--- config.mk ---
export PLATFORM = sky130hd
export DESIGN_NAME = input_buffer_credit
export DESIGN_NICKNAME = d
export VERILOG_FILES = /design/src/rtl/noc_pkg.sv /design/src/rtl/flit_fifo.sv /design/src/rtl/input_buffer_credit.sv
export SDC_FILE = /design/constraint.sdc
export NUM_CORES = 1
export LEC_CHECK = 0
export ABC_CLOCK_PERIOD_IN_PS = 2540
export CAP_MARGIN = 20
export CELL_PAD_IN_SITES_DETAIL_PLACEMENT = 1
export CELL_PAD_IN_SITES_GLOBAL_PLACEMENT = 1
export CORE_UTILIZATION = 41
export CTS_BUF_LIST = sky130_fd_sc_hd__clkbuf_16
export CTS_CLUSTER_DIAMETER = 40
export CTS_CLUSTER_SIZE = 12
export DETAILED_ROUTE_END_ITERATION = 8
export PLACE_DENSITY = 0.67
export RECOVER_POWER = 50
export SLEW_MARGIN = 20
export SYNTH_ARGS = -nofsm -noshare
export SYNTH_HDL_FRONTEND = slang
export SYNTH_SLANG_ARGS = --single-unit
export TNS_END_PERCENT = 5
--- constraint.sdc ---
create_clock -name clk -period 2.54 [get_ports clk]
set_clock_uncertainty 0.1 [all_clocks]
set_input_delay 0.508 -clock clk [delete_from_list [all_inputs] [get_ports clk]]
set_output_delay 0.508 -clock clk [all_outputs]
set_load 0.02 [all_outputs]
--- src/rtl/noc_pkg.sv ---
// Shared NoC definitions: flit layout and link buffer depth, used by the input
// buffers and the upstream credit counters.
package noc_pkg;

    localparam int unsigned FLIT_W    = 34;
    localparam int unsigned PAYLOAD_W = 32;
    localparam int unsigned BUF_DEPTH = 4;

    typedef enum logic [1:0] {
        HEAD   = 2'd0,
        BODY   = 2'd1,
        TAIL   = 2'd2,
        SINGLE = 2'd3
    } flit_type_t;

    typedef struct packed {
        flit_type_t             ftype;
        logic [PAYLOAD_W-1:0]   payload;
    } flit_t;

    function automatic flit_t make_flit(input flit_type_t ftype,
                                        input logic [PAYLOAD_W-1:0] payload);
        flit_t f;
        f.ftype   = ftype;
        f.payload = payload;
        return f;
    endfunction

endpackage

--- src/rtl/flit_fifo.sv ---
// Circular flit store with read/write pointers and occupancy count.
// Caller guarantees no write when full (unless reading) and no read when empty.
module flit_fifo
    import noc_pkg::*;
#(
    parameter int unsigned DATA_W = FLIT_W,
    parameter int unsigned DEPTH  = BUF_DEPTH,
    parameter int unsigned CNT_W  = $clog2(DEPTH + 1)
) (
    input  logic              clk,
    input  logic              rst,
    input  logic              wr_en_i,
    input  logic [DATA_W-1:0] wr_data_i,
    input  logic              rd_en_i,
    output logic [DATA_W-1:0] rd_data_o,
    output logic [CNT_W-1:0]  count_o,
    output logic              empty_o,
    output logic              full_o
);

    localparam int unsigned PTR_W = $clog2(DEPTH);

    logic [DATA_W-1:0] r_mem [DEPTH];
    logic [PTR_W-1:0]  r_wr_ptr;
    logic [PTR_W-1:0]  r_rd_ptr;
    logic [CNT_W-1:0]  r_count;

    // Storage array carries no reset; contents are meaningless while empty.
    always_ff @(posedge clk) begin
        if (wr_en_i) begin
            r_mem[r_wr_ptr] <= wr_data_i;
        end
    end

    always_ff @(posedge clk or posedge rst) begin
        if (rst) begin
            r_wr_ptr <= '0;
            r_rd_ptr <= '0;
            r_count  <= '0;
        end else begin
            if (wr_en_i) begin
                r_wr_ptr <= r_wr_ptr + PTR_W'(1);
            end
            if (rd_en_i) begin
                r_rd_ptr <= r_rd_ptr + PTR_W'(1);
            end
            case ({wr_en_i, rd_en_i})
                2'b10:   r_count <= r_count + CNT_W'(1);
                2'b01:   r_count <= r_count - CNT_W'(1);
                default: r_count <= r_count;
            endcase
        end
    end

    assign rd_data_o = r_mem[r_rd_ptr];
    assign count_o   = r_count;
    assign empty_o   = (r_count == '0);
    assign full_o    = (r_count == CNT_W'(DEPTH));

endmodule

--- src/rtl/input_buffer_credit.sv ---
// Router input-port buffer on the credit link: stores upstream flits, presents the
// head flit, returns one credit per dequeue. EMPTY_BYPASS_EN enables empty bypass.
module input_buffer_credit
    import noc_pkg::*;
#(
    parameter int unsigned DATA_W = FLIT_W,
    parameter int unsigned DEPTH  = BUF_DEPTH,
    parameter int unsigned CNT_W  = $clog2(DEPTH + 1)
) (
    input  logic              clk,
    input  logic              rst,
    input  logic [DATA_W-1:0] flit_i,
    input  logic              flit_valid_i,
    output logic [DATA_W-1:0] flit_o,
    output logic              flit_valid_o,
    input  logic              pop_i,
    output logic              credit_o,
    output logic [CNT_W-1:0]  count_o,
    output logic              overflow_o
);

    logic [DATA_W-1:0] w_head;
    logic              w_empty;
    logic              w_full;
    logic              w_pop_eff;
    logic              w_fifo_wr;
    logic              w_fifo_rd;
    logic              r_credit;
    logic              r_overflow;

    assign w_pop_eff = pop_i & flit_valid_o;

`ifdef EMPTY_BYPASS_EN
    logic w_bypass;

    // An arriving flit on an empty buffer is shown directly; if consumed at once it is never stored.
    assign w_bypass     = w_empty & flit_valid_i;
    assign flit_o       = w_bypass ? flit_i : w_head;
    assign flit_valid_o = ~w_empty | flit_valid_i;
    assign w_fifo_wr    = flit_valid_i & ~(w_bypass & pop_i) & (~w_full | w_pop_eff);
    assign w_fifo_rd    = w_pop_eff & ~w_bypass;
`else
    assign flit_o       = w_head;
    assign flit_valid_o = ~w_empty;
    assign w_fifo_wr    = flit_valid_i & (~w_full | w_pop_eff);
    assign w_fifo_rd    = w_pop_eff;
`endif

    flit_fifo #(
        .DATA_W (DATA_W),
        .DEPTH  (DEPTH),
        .CNT_W  (CNT_W)
    ) u_fifo (
        .clk       (clk),
        .rst       (rst),
        .wr_en_i   (w_fifo_wr),
        .wr_data_i (flit_i),
        .rd_en_i   (w_fifo_rd),
        .rd_data_o (w_head),
        .count_o   (count_o),
        .empty_o   (w_empty),
        .full_o    (w_full)
    );

    // Credit pulse follows each effective pop; overflow is sticky until reset.
    always_ff @(posedge clk or posedge rst) begin
        if (rst) begin
            r_credit   <= 1'b0;
            r_overflow <= 1'b0;
        end else begin
            r_credit <= w_pop_eff;
            if (flit_valid_i & w_full & ~w_pop_eff) begin
                r_overflow <= 1'b1;
            end
        end
    end

    assign credit_o   = r_credit;
    assign overflow_o = r_overflow;

endmodule

==> results.json, run 1 <==
{
  "status": "complete, no violations",
  "fmax_mhz": 400,
  "core_area_sq_um": 12700,
  "cp-end-kind": "primary output",
  "hold_class": "flop to flop",
  "portBuffers": 77,
  "drc": 0,
  "holdPathStages": 1,
  "drive_gt1_share_pct": 29.0,
  "start_util_pct": 42.6,
  "timing.final.crit_period_ps": 2500,
  "insertion_delay_ps": 420,
  "worst-path-max-fanout": 19,
  "synth_area_leader_cell": "edfxtp_1",
  "p_leak_uw": 0.00239,
  "cp-start-kind": "flop",
  "cts.sinks": 145,
  "die_y_um": 117,
  "std_cell_rows": 41,
  "cap_violations": 0,
  "slew_headroom_pct": 68.4,
  "yosysTopAreaCellShare_pct": 75.4,
  "ys_types": 20,
  "crit_cells": 3,
  "critPathMaxStageDelay_ps": 540,
  "worst_pin_slew_ps": 467,
  "grt_pass1_vias": 2782,
  "hold_ws_ps": 372,
  "fin_nets": 365,
  "area_delta_synth_final_pct": 27.7,
  "report.final.slew_viol_count": 0,
  "setup_viol": 0,
  "vdd_drop_max_mv": 0.517,
  "n_fill_cell": 1160,
  "drtIter0Drc": 148,
  "ios": 78,
  "die_area_sq_um": 13700,
  "worstSetupPathType": "flop to primary output",
  "cts_setup_buffers": 0,
  "die_w_um": 117,
  "synth.area.top_cells": "edfxtp_1 (75%), mux4_2 (14%), dfrtp_1 (4.2%)",
  "cp_data_arrival_time_ps": 1890,
  "routed_wl_um": 9930,
  "synth.avg_cell_area_sq_um": 24.7,
  "power_uw": 8360,
  "clockBufferDepth": 2,
  "grt-ovfl-total": 0,
  "diodes": 0,
  "grt_pass1_wl_um": 15300,
  "gp_congestion": 0.697,
  "rsz0062_at_grt": "true",
  "utilization_pct": 54.3,
  "path_delay_family": "multiplexers",
  "cts_tree": "built",
  "cts-root-buf": "clkbuf_16",
  "fin_area_sq_um": 6910,
  "placed_cell_area_sq_um": 6480,
  "grt_max_degree": 31,
  "hold_viol": 0,
  "syn_inst": 219,
  "final_antenna_net_count": 0,
  "ys_ff_latch": 145,
  "antenna_found_initial": 0,
  "syn_area_sq_um": 5410,
  "final_common_cell": "edfxtp_1",
  "hpwlAfterDp_um": 6130,
  "ctsHoldBuffers": 0,
  "finalCritPeriodShare_pct": 98.5,
  "cp.required_ps": 1930,
  "ys_seq_area_share_pct": 79.6,
  "finalSetupTns_ps": 0,
  "reg2reg_depth": 9,
  "routed-via-count": 2506,
  "syn-num-nets": 263,
  "vias_per_cell": 4.95,
  "grt.total_usage_pct": 16.3,
  "path_buf_inv": 2,
  "slowest_stage": "mux4_2",
  "power_density_nw_per_um2": 1210,
  "path_cells": "buf_12 -> mux4_2 -> clkdlybuf4s15_1",
  "cts-htree-levels": 4,
  "numCtsBuffers": 17,
  "layout_common_cells": "edfxtp_1 (136), dlygate4sd3_1 (35), mux4_2 (34)",
  "routedWlPerCell_um": 19.6,
  "firstDrtPassIters": 4,
  "yosys_warnings": 0,
  "clkTransAtPathRegs_ps": 60
}
==> sequential cells by signal (all words and copies together) (netlist names) <==
register         flops
u_fifo.r_mem       136
u_fifo.count_o       3
u_fifo.r_rd_ptr      2
u_fifo.r_wr_ptr      2
credit_o             1
overflow_o           1
==> cell usage after synthesis, drive strengths merged <==
cell      n
mux4     34
a21o      1
nand2     1
or3       1
buf       8
edfxtp  136
xnor2     3
mux2i     1
mux2      1
nor2b     1
dfrtp     9
inv       7
o31a      1
and2      4
fa        1
ha        5
nor4b     1
nor2      1
xor2      3
==> per-stage QoR <==
stage                     std cells  setup WS [ps]
after CTS                       506          -32.3
after detailed placement        474          -60.3
after global placement          474           28.3
after floorplan                 219            280
final                           506           39.1
after global routing            506          -30.3
==> power by group <==
| group | total [uW] | switching [uW] | internal (uW) |
|---|---|---|---|
| clock | 2290 | 877 | 1410 |
| combinational | 2730 | 1510 | 1220 |
| sequential | 3330 | 165 | 3170 |
| total | 8360 | 2560 | 5800 |
==> metal layers <==
metal | share of wire [%] | GRT usage, % | routed length [um] | vias up
met3 | 5.2 | 4.99 | 518 | 15
li1 | - | - | - | 1113
met5 | 0 | 0 | 0 | -
met1 | 43 | 20.5 | 4300 | 1311
met4 | 1.8 | 7.59 | 174 | 0
met2 | 50 | 26.1 | 4940 | 67
==> final timing paths <==
| kind | start | to | slack [ps] |
|---|---|---|---|
| max in group asynchronous | rst | u_fifo.r_rd_ptr[0] | 1610 |
| min in group asynchronous | rst | u_fifo.count_o[1] | 430 |
| hold reg to reg | overflow_o | overflow_o | 370 |
| hold / removal | overflow_o | overflow_o | 370 |
| setup / recovery | u_fifo.r_rd_ptr[0] | flit_o[22] | 40 |
| setup reg to reg | u_fifo.count_o[0] | u_fifo.count_o[2] | 250 |
==> cell type report <==
type	instances	area (sq um)	share of cell area [%]
Inverter	7	26.3	0.380
Sequential cell	145	4310	62.4
Tap cell	172	215	3.11
Clock inverter	15	125	1.81
Clock buffer	17	425	6.15
Timing Repair Buffer	91	810	11.7
Multi-Input combinational cell	59	998	14.4
==> what timing repair did <==
item	CTS	global route
cloned	0	0
endpoints found under the setup margin	34	34
endpoints found under the hold margin	0	0
gates resized for setup	39	33
==> kinds of logic after synthesis <==
family	after synthesis	share of synthesized area, %
muxes	36	14.6
buffers and inverters	15	1.69
DFF	145	79.6
xor gates and xnor gates	6	0.971
AOI/OAI and AO/OA	2	0.301
and+or+nand+nor	9	1.32
adders and majority gates	6	1.53
Note: power is estimated with default switching activity, not from simulation.
==> run 2: changes to the inputs <==
--- a/config.mk
+++ b/config.mk
@@ -9,6 +9,7 @@
 export CAP_MARGIN = 20
 export CELL_PAD_IN_SITES_DETAIL_PLACEMENT = 1
 export CELL_PAD_IN_SITES_GLOBAL_PLACEMENT = 1
+export CORE_ASPECT_RATIO = 0.8
 export CORE_UTILIZATION = 41
 export CTS_BUF_LIST = sky130_fd_sc_hd__clkbuf_16
 export CTS_CLUSTER_DIAMETER = 40
==> run 2 against run 1 <==
Net effect:
- global-route usage fell by 0.059 points
- via count rose by 0.52%
- setup slack gained 36 ps
- critical path type unchanged
- highest routed layer unchanged
==> results.json, run 2 (same netlist as run 1, synthesis figures left out) <==
{
  "status": "complete, no violations",
  "final_common_cell": "edfxtp_1",
  "slew_headroom_pct": 61.0,
  "antenna_found_initial": 0,
  "critPathMaxStageDelay_ps": 510,
  "largest_reg_flops": 136,
  "power_density_nw_per_um2": 1240,
  "crit_cells": 3,
  "drive_gt1_share_pct": 28.0,
  "worst-path-max-fanout": 5,
  "p_leak_uw": 0.00242,
  "die_area_sq_um": 13700,
  "hpwlAfterDp_um": 6190,
  "slowest_stage": "mux4_2",
  "gp_congestion": 0.673,
  "std_cell_rows": 37,
  "ios": 78,
  "path_cells": "buf_4 -> mux4_2 -> dlygate4sd2_1",
  "grt_pass1_vias": 2711,
  "die_y_um": 105,
  "cts-htree-levels": 4,
  "worstSetupPathType": "flop to primary output",
  "drc": 0,
  "worst_pin_slew_ps": 585,
  "grt.total_usage_pct": 16.2,
  "largest-register": "u_fifo.r_mem",
  "dpl_worst_slack_ps": -45.9,
  "fin_nets": 363,
  "start_util_pct": 42.1,
  "report.final.slew_viol_count": 0,
  "grt-ovfl-total": 0,
  "cts_setup_buffers": 0,
  "grt_pass1_wl_um": 15400,
  "path_buf_inv": 2,
  "hold_viol": 0,
  "rsz0062_at_grt": "true",
  "fin_area_sq_um": 7030,
  "grt_max_degree": 29,
  "cp.required_ps": 1930,
  "cp-start-kind": "flop",
  "n_fill_cell": 1174,
  "routed-via-count": 2519,
  "reg2reg_depth": 9,
  "clkTransAtPathRegs_ps": 60,
  "firstDrtPassIters": 4,
  "fin_ws_ps": 74.9,
  "finalCritPeriodShare_pct": 97.1,
  "cp_data_arrival_time_ps": 1860,
  "timing.final.crit_period_ps": 2470,
  "cts.sinks": 145,
  "layout_common_cells": "edfxtp_1 (136), dlygate4sd3_1 (36), mux4_2 (34)",
  "cts_tree": "built",
  "area_delta_synth_final_pct": 29.8,
  "insertion_delay_ps": 410,
  "die_w_um": 130,
  "holdPathStages": 1,
  "drtIter0Drc": 176,
  "final_antenna_net_count": 0,
  "cts-root-buf": "clkbuf_16",
  "cap_violations": 0,
  "fmax_mhz": 406,
  "hold_ws_ps": 368,
  "path_delay_family": "buffers and inverters",
  "numCtsBuffers": 17,
  "hold_class": "flop to flop",
  "clockBufferDepth": 2,
  "vdd_drop_max_mv": 0.576,
  "routed_wl_um": 10000,
  "vias_per_cell": 4.96,
  "core_area_sq_um": 12900,
  "placed_cell_area_sq_um": 6540,
  "setup_viol": 0,
  "portBuffers": 77,
  "cp-end-kind": "primary output",
  "routedWlPerCell_um": 19.7
}
[run 2: report_power, final]
| group | total [uW] | internal, uW | switching (uW) |
|---|---|---|---|
| clock | 2520 | 1620 | 906 |
| sequential | 3350 | 3160 | 188 |
| combinational | 2800 | 1300 | 1500 |
[run 2: final cells by class]
class                      count  area [sq um]  area share [%]
clock inverter                15           176            2.51
antenna                        1          2.50          0.0356
sequential                   145          4310            61.3
multi-input combinational     59           998            14.2
timing repair buffer          89           868            12.4
clock buffer                  17           425            6.05
tap                          175           219            3.12
inverter                       7          26.3           0.374
[run 2: repair_timing]
| action | CTS | global route |
|---|---|---|
| hold buffers | 0 | 0 |
| gates resized for setup | 52 | 30 |
| gates cloned | 0 | 0 |
| endpoints found under the setup margin | 34 | 26 |
[run 2: metal layers]
metal	up-vias	global-route usage [%]	routed length [um]
li1	1115	-	-
met3	10	4.81	509
met4	0	7.14	151
met2	77	23.7	4650
met5	-	0	0
met1	1317	22.5	4680
[run 2: final timing paths]
| kind | startpoint | to | slack [ps] |
|---|---|---|---|
| worst max-delay path | u_fifo.r_rd_ptr[0] | flit_o[10] | 70 |
| worst max register to register | u_fifo.count_o[0] | u_fifo.count_o[2] | 280 |
| max in group asynchronous | rst | u_fifo.r_rd_ptr[0] | 1630 |
| worst min register to register | overflow_o | overflow_o | 370 |
| worst min-delay path | overflow_o | overflow_o | 370 |
| min in group asynchronous | rst | overflow_o | 400 |
[run 2: per-stage QoR]
step	total power (uW)	setup TNS (ps)	std cells	utilization, %
4_1_cts	8920	0	507	55.3
3_5_place_dp	6600	-45.9	475	50.8
5_1_grt	9080	-24.2	507	54.6
2_1_floorplan	5180	0	219	-
6_report	8680	0	508	54.6
3_3_place_gp	6540	0	475	50.8
==> run 3: changes to the inputs <==
--- a/config.mk
+++ b/config.mk
@@ -5,7 +5,7 @@
 export SDC_FILE = /design/constraint.sdc
 export NUM_CORES = 1
 export LEC_CHECK = 0
-export ABC_CLOCK_PERIOD_IN_PS = 2540
+export ABC_CLOCK_PERIOD_IN_PS = 2100
 export CAP_MARGIN = 20
 export CELL_PAD_IN_SITES_DETAIL_PLACEMENT = 1
 export CELL_PAD_IN_SITES_GLOBAL_PLACEMENT = 1
@@ -15,7 +15,7 @@
 export CTS_CLUSTER_DIAMETER = 40
 export CTS_CLUSTER_SIZE = 12
 export DETAILED_ROUTE_END_ITERATION = 8
-export PLACE_DENSITY = 0.67
+export PLACE_DENSITY_LB_ADDON = 0.1
 export RECOVER_POWER = 50
 export SLEW_MARGIN = 20
 export SYNTH_ARGS = -nofsm -noshare
==> constraint.sdc (replaced) <==
create_clock -name clk -period 2.1 [get_ports clk]
set_clock_uncertainty 0.1 [all_clocks]
set_input_delay 0.42 -clock clk [delete_from_list [all_inputs] [get_ports clk]]
set_output_delay 0.42 -clock clk [all_outputs]
set_load 0.02 [all_outputs]
==> run 3 against run 2 <==
Net effect:
- the flow now finishes with violations (negative setup slack)
- global-route usage rose by 1.1 points
- sequential cell count did not move
- largest cell class unchanged
- setup slack got worse by 310 ps
- first-iteration DRC count fell by 23%
- design area rose by 2.5%
- routed wire length rose by 5.0%
- clock power rose by 33%
- register-to-register slack got worse by 290 ps
- critical path type unchanged
- non-clock buffer count rose by 11
==> results.json, run 3 (same netlist as run 1, synthesis figures left out) <==
{
  "power_density_nw_per_um2": 1540,
  "grt-ovfl-total": 0,
  "slowest_stage": "mux4_2",
  "largest_reg_flops": 136,
  "path_delay_family": "multiplexers",
  "hold_class": "input port to async pin",
  "routed_wl_um": 10500,
  "drtIter0Drc": 136,
  "drc": 0,
  "timing.final.crit_period_ps": 2340,
  "r2r-start": "u_fifo.count_o[0]",
  "gp_congestion": 0.710,
  "grt_pass1_wl_um": 16300,
  "placed_cell_area_sq_um": 6610,
  "cp.required_ps": 1580,
  "layout_common_cells": "edfxtp_1 (136), dlygate4sd3_1 (35), mux4_2 (34)",
  "cts_tree": "built",
  "core_area_sq_um": 12900,
  "std_cell_rows": 37,
  "setup_viol": 35,
  "crit_cells": 4,
  "clockBufferDepth": 2,
  "crit_top_cell": "buf_12",
  "slew_headroom_pct": 72.6,
  "die_w_um": 130,
  "numCtsBuffers": 17,
  "worstSetupPathType": "flop to primary output",
  "cts.sinks": 145,
  "die_area_sq_um": 13700,
  "worst_pin_slew_ps": 410,
  "diodes": 0,
  "start_util_pct": 42.1,
  "rsz0062_at_grt": "true",
  "multi_input_area_sq_um": 1020,
  "seqPwrFrac_pct": 36.4,
  "final_common_cell": "edfxtp_1",
  "routedWlPerCell_um": 20.3,
  "power.switching_uw": 3280,
  "report.final.slew_viol_count": 0,
  "finalCritPeriodShare_pct": 111,
  "n_fill_cell": 1151,
  "hold_viol": 0,
  "path_cells": "buf_12 -> buf_12 -> mux4_2 -> buf_2",
  "hold_ws_ps": 332,
  "grt_pass1_vias": 2809,
  "fin_area_sq_um": 7200,
  "grt.total_usage_pct": 17.3,
  "portBuffers": 77,
  "utilization_pct": 56.0,
  "swShare_pct": 29.5,
  "largest-register": "u_fifo.r_mem",
  "intPower_uw": 7830,
  "clkTransAtPathRegs_ps": 60,
  "grt_max_degree": 26,
  "critPathMaxStageDelay_ps": 510,
  "cap_violations": 0,
  "hpwlAfterDp_um": 6440,
  "regArea_sq_um": 4310,
  "cp-startpoint": "u_fifo.r_rd_ptr[0]",
  "fin_nets": 374,
  "cp-start-kind": "flop",
  "routed-via-count": 2533,
  "reg2reg_depth": 9,
  "violations": "negative setup slack",
  "antenna_found_initial": 0,
  "fin_ws_ps": -239,
  "power_uw": 11100,
  "path_buf_inv": 3,
  "cts-htree-levels": 4,
  "pwr-share-comb_pct": 33.5,
  "p_leak_uw": 0.00253,
  "final_antenna_net_count": 0,
  "fmax_mhz": 428,
  "firstDrtPassIters": 4,
  "worst-path-max-fanout": 9,
  "vdd_drop_max_mv": 0.670,
  "cts-root-buf": "clkbuf_16",
  "vias_per_cell": 4.89,
  "cp-end-kind": "primary output",
  "die_y_um": 105,
  "clockPowerShare_pct": 30.1,
  "insertion_delay_ps": 420,
  "area_delta_synth_final_pct": 33.0,
  "cp_data_arrival_time_ps": 1820,
  "ios": 78,
  "status": "complete, but fails checks",
  "drive_gt1_share_pct": 37.3
}
[run 3: cell types whose count changed in the layout (fill, tap and decap cells not counted), sizes merged]
cell           delta
buf              +43
bufinv            +2
clkbuf           -14
clkdlybuf4s15    -11
clkdlybuf4s50     -1
clkinv            -3
clkinvlp          +1
diode             -1
dlygate4sd2       -5
dlygate4sd3       -1
[run 3: layout make-up]
class | count | area share, %
Sequential cell | 145 | 59.9
Tap cell | 175 | 3.04
Inverter | 7 | 0.365
Multi-Input combinational cell | 59 | 14.1
Clock inverter | 15 | 3.16
Timing Repair Buffer | 100 | 13.5
Clock buffer | 17 | 5.91
[run 3: repair_timing]
item | CTS | global route
endpoints found under the setup margin | 37 | 36
gates resized for setup | 139 | 10
setup buffers | 0 | 6
hold buffers | 0 | 0
endpoints found under the hold margin | 0 | 0
[run 3: worst paths after layout]
kind | to | slack [ps]
min in group clk | overflow_o | 360
worst max-delay path | flit_o[12] | -240
worst min-delay path | u_fifo.count_o[2] | 330
worst min register to register | overflow_o | 360
worst max register to register | u_fifo.count_o[2] | -10
max in group asynchronous | u_fifo.r_rd_ptr[1] | 1260
[run 3: metrics by stage]
stage | setup TNS, ps | setup slack [ps] | std cells
floorplan | -16330 | -160 | 219
global placement | -10290 | -332 | 480
detailed placement | -14190 | -418 | 480
CTS | -6750 | -351 | 512
global route | -7980 | -288 | 518
finish | -5550 | -239 | 518
[run 3: metal layers]
metal  part of all wire, %  up-vias  routed length [um]  GRT usage, %
li1                      -     1138                   -             -
met1                    44     1320                4670          22.3
met2                    49       60                5170          26.6
met3                   5.0       15                 526          6.50
met4                   1.3        0                 132          6.40
met5                     0        -                   0             0
[run 3: power groups by stage]
stage	registers [uW]	clock network [uW]	logic [uW]
after CTS	4050	3410	3680
after global placement	4060	0	3970
after global routing	4090	3530	3990
final	4040	3340	3720
after detailed placement	4100	0	3990
after floorplan	4070	0	2190
